--- config.mk ---
export PLATFORM = sky130hd
export DESIGN_NAME = fp_result_fifo
export DESIGN_NICKNAME = d
export VERILOG_FILES = /design/src/rtl/fp_result_fifo.sv
export SDC_FILE = /design/constraint.sdc
export NUM_CORES = 1
export LEC_CHECK = 0
export ABC_AREA = 1
export CORE_ASPECT_RATIO = 2
export CORE_MARGIN = 1.5
export CORE_UTILIZATION = 55
export DETAILED_ROUTE_END_ITERATION = 12
export PLACE_DENSITY_LB_ADDON = 0.12
export SYNTH_ARGS = -nofsm -noshare
export SYNTH_HDL_FRONTEND = slang
export SYNTH_SLANG_ARGS = --single-unit
--- constraint.sdc ---
create_clock -name clk -period 3.6 [get_ports clk]
set_input_delay 0.36 -clock clk [delete_from_list [all_inputs] [get_ports clk]]
set_output_delay 0.36 -clock clk [all_outputs]
set_load 0.1 [all_outputs]
--- src/rtl/fp_result_fifo.sv ---
// Result FIFO behind the FP add/mul unit: tags each result with NaN/Inf/zero/subnormal
// flags on entry and hands entries to a possibly stalling consumer over valid/ready.
module fp_result_fifo #(
    parameter int DEPTH = 4,
    parameter int WIDTH = 32
) (
    input  logic                     clk,
    input  logic                     rst,
    input  logic                     in_valid,
    output logic                     in_ready,
    input  logic [WIDTH-1:0]         Resultado,
    input  logic                     OP_input,
    output logic                     out_valid,
    input  logic                     out_ready,
    output logic [WIDTH-1:0]         out_result,
    output logic                     out_op,
    output logic [3:0]               out_flags,
    output logic [$clog2(DEPTH):0]   count,
    output logic                     drop_err
);

    localparam int PW = $clog2(DEPTH);
    localparam int CW = PW + 1;
    localparam int EW = WIDTH + 5;

    logic [EW-1:0] r_mem [DEPTH];
    logic [PW-1:0] r_wrPtr;
    logic [PW-1:0] r_rdPtr;
    logic [CW-1:0] r_count;
    logic          r_dropErr;

    logic          w_push;
    logic          w_pop;
    logic [7:0]    w_exp;
    logic [22:0]   w_man;
    logic [3:0]    w_flags;

    assign in_ready  = (r_count != CW'(DEPTH));
    assign out_valid = (r_count != '0);
    assign w_push    = in_valid & in_ready;
    assign w_pop     = out_valid & out_ready;
    assign count     = r_count;
    assign drop_err  = r_dropErr;

    // Classification is done once at enqueue so the consumer sees flags with zero extra latency.
    assign w_exp   = Resultado[30:23];
    assign w_man   = Resultado[22:0];
    assign w_flags = {(w_exp == 8'hFF) && (w_man != '0),
                      (w_exp == 8'hFF) && (w_man == '0),
                      (w_exp == 8'h00) && (w_man == '0),
                      (w_exp == 8'h00) && (w_man != '0)};

    always_ff @(posedge clk) begin
        if (w_push) begin
            r_mem[r_wrPtr] <= {Resultado, OP_input, w_flags};
        end
    end

    always_ff @(posedge clk) begin
        if (rst) begin
            r_wrPtr   <= '0;
            r_rdPtr   <= '0;
            r_count   <= '0;
            r_dropErr <= 1'b0;
        end else begin
            if (w_push) begin
                r_wrPtr <= r_wrPtr + 1'b1;
            end
            if (w_pop) begin
                r_rdPtr <= r_rdPtr + 1'b1;
            end
            if (w_push && !w_pop) begin
                r_count <= r_count + 1'b1;
            end else if (w_pop && !w_push) begin
                r_count <= r_count - 1'b1;
            end
            // Sticky until reset, even when a pop frees a slot in the same cycle.
            if (in_valid && !in_ready) begin
                r_dropErr <= 1'b1;
            end
        end
    end

    always_comb begin
        out_result = '0;
        out_op     = 1'b0;
        out_flags  = '0;
        if (out_valid) begin
            {out_result, out_op, out_flags} = r_mem[r_rdPtr];
        end
    end

endmodule

==> results.toml <==
[run_status]
outcome = "finished, final reports clean"

[clocking]
post_cts_buffers = 0
cts.sinks = 158
cts_tree = "built"
clk_latency_ps = 420
htree_levels = 4
ctsHoldBuffers = 0
cts-root-buf = "clkbuf_16"
cts_buffers = 17
post_cts_resized = 0
clk_path_buf_depth = 2
cts.clk_slew.worst_paths_ps = 60

[synthesis]
synth_top_family_by_area = "simple AND/OR/NAND/NOR gates"
synth_area_leaders = "edfxtp_1, nor2_1, o21ai_1"
syn_area_mm2 = 0.00641
synth_compound_area_frac = 0.0945
synth_fp_nets = 590
synthAdderAreaFrac = 0.0129
synth_most_common_cell = "nor2_1"
synth.top_cell.area_share = 0.693
synth-simple-area-share = 0.126
avgSynthCellArea_um2 = 11.7
synth_edf_count = 148
yosys.area.top_type = "edfxtp_1"
yosysWarnings = 0
synthFlopType = "edfxtp_1"
ys_seq_area_frac = 0.724
syn-instance-count = 547
synth_cell_types = 20
ys_async_sr_fraction = 0
synth-xor-area-share = 0
netlist_top_cells_count = "nor2_1, edfxtp_1, o21ai_1"
synthMuxAreaShare = 0
synth_seq_cells = 158

[timing]
final_hold_viol_count = 0
setup_violations = 0
clock_skew_ps = 5.69
fmax_ghz = 0.347
fin_crit_ps = 2880
rsz0062_at_grt = "false"
drv_slew = 0
max-slew-margin-rel = 0.348
worst_slack_ps = 718
fin_crit_sh = 0.800
fin_setup_tns_ps = 0
worst_pin_slew_ps = 975

[global_route]
grt_max_degree = 75
overflow = 0
grt_pass1_wl_mm = 22.0
first_global_vias = 4576
antenna_found_initial = 0
grtUsageTotal = 0.240

[setup_path]
timing.rr.start = "count[0]"
reg2reg_setup_slack_ps = 1200
cp-start-kind = "flip-flop"
cp.required_ps = 3240
cp-end-kind = "output pin"
reg2regPathDepth = 12
crit_fanout = 37
critPathKind = "reg2out"
reg2reg_to = "count[2]"
arrival_ps = 2520

[placement]
io_buffers = 79
dp_hpwl_mm = 8.05
place_ws_ps = 1020
routabilityCongestion = 0.749

[route]
drt_iter0_drc = 362
dr.pass1.iters = 5
drc_errors = 0
via_per_inst = 5.56
drtAntennaViolNets = 0
wl_per_cell_um = 17.6
wirelength_mm = 13.8
num_vias = 4360

[die]
chipWidth_um = 79.3
start_util = 0.565
core-area_mm2 = 0.0114
rows = 55
chipHeight_um = 156
ios = 80
dieArea_mm2 = 0.0124

[hold_path]
hold_start = "drop_err"
holdPathStages = 2
min_to = "drop_err"
min_path_type = "reg2reg"

[cells_and_area]
multiInputGateArea_mm2 = 0.00168
seq_area_mm2 = 0.00465
final_nets = 672
area_growth_pct = 31.2
drive_gt1_frac = 0.198
antenna_cells = 0
fill_cells = 762

[flow_run]
max_cap_violations = 0
[through the flow]
stage / util / hold WS, ps / cell area (µm²) / cells
after floorplan: - / 429 / 6590 / 547
after global placement: 0.690 / 445 / 7830 / 752
after detailed placement: 0.690 / 441 / 7830 / 752
after CTS: 0.741 / 449 / 8410 / 784
after global routing: 0.741 / 511 / 8410 / 784
final: 0.741 / 448 / 8410 / 784
[worst max-delay path: stages (launching register included)]
cell     delay [ps]
dfxtp_1         760
inv_2           520
nor2_1          280
o21ai_1         110
a21oi_2         230
buf_12          200
[cells by family (layout without fill, tap and decap cells)]
logic type	count (synthesis)	after routing
AO/OA/AOI/OAI	121	121
adder cells (fa/ha/maj)	6	6
buffers and inverters	52	147
flip-flops	158	158
AND/OR/NAND/NOR	210	210
[layer usage]
| metal | part of all wire | track usage | routed length, µm | up-vias |
|---|---|---|---|---|
| met3 | 0.050 | 0.0456 | 686 | 23 |
| met5 | 0 | 0 | 0 | - |
| met1 | 0.37 | 0.269 | 5080 | 2121 |
| li1 | - | - | - | 2064 |
| met2 | 0.56 | 0.431 | 7700 | 152 |
| met4 | 0.022 | 0.114 | 297 | 0 |
[worst max path at each step]
| stage | from | to | cells after the start |
|---|---|---|---|
| final | flip-flop | out_result[29] | 5 |
| after detailed placement | in_valid | count[2] | 11 |
| after floorplan | count[0] | count[2] | 12 |
| after CTS | flip-flop | out_result[29] | 5 |
| after global routing | flip-flop | out_result[29] | 5 |
| after global placement | in_valid | count[2] | 11 |
[cell usage in the layout, fill, tap and decap left out, drive strengths merged]
master,count
a21oi,43
dfxtp,10
ha,5
clkbuf,17
edfxtp,148
o21ai,78
buf,47
fa,1
nand2,21
clkdlybuf4s50,42
clkinv,5
nor2,178
nand3,6
or2,1
inv,34
bufinv,1
nand4,4
clkinvlp,1
[final cells by class]
class / count / share of cell area
Sequential cell: 158 / 0.552
Multi-Input combinational cell: 337 / 0.199
Clock buffer: 17 / 0.0506
Inverter: 26 / 0.0116
Clock inverter: 15 / 0.0181
Timing Repair Buffer: 89 / 0.147
Tap cell: 142 / 0.0211
[state kept, by name, indices dropped and copies added (netlist names), named ones only]
register and flops:
r_mem 148, count 3, r_wrPtr 2, drop_err 1, r_rdPtr 2
Power is not shown: default switching activity piles up to over one toggle a cycle in this logic, so the estimate is an artifact.
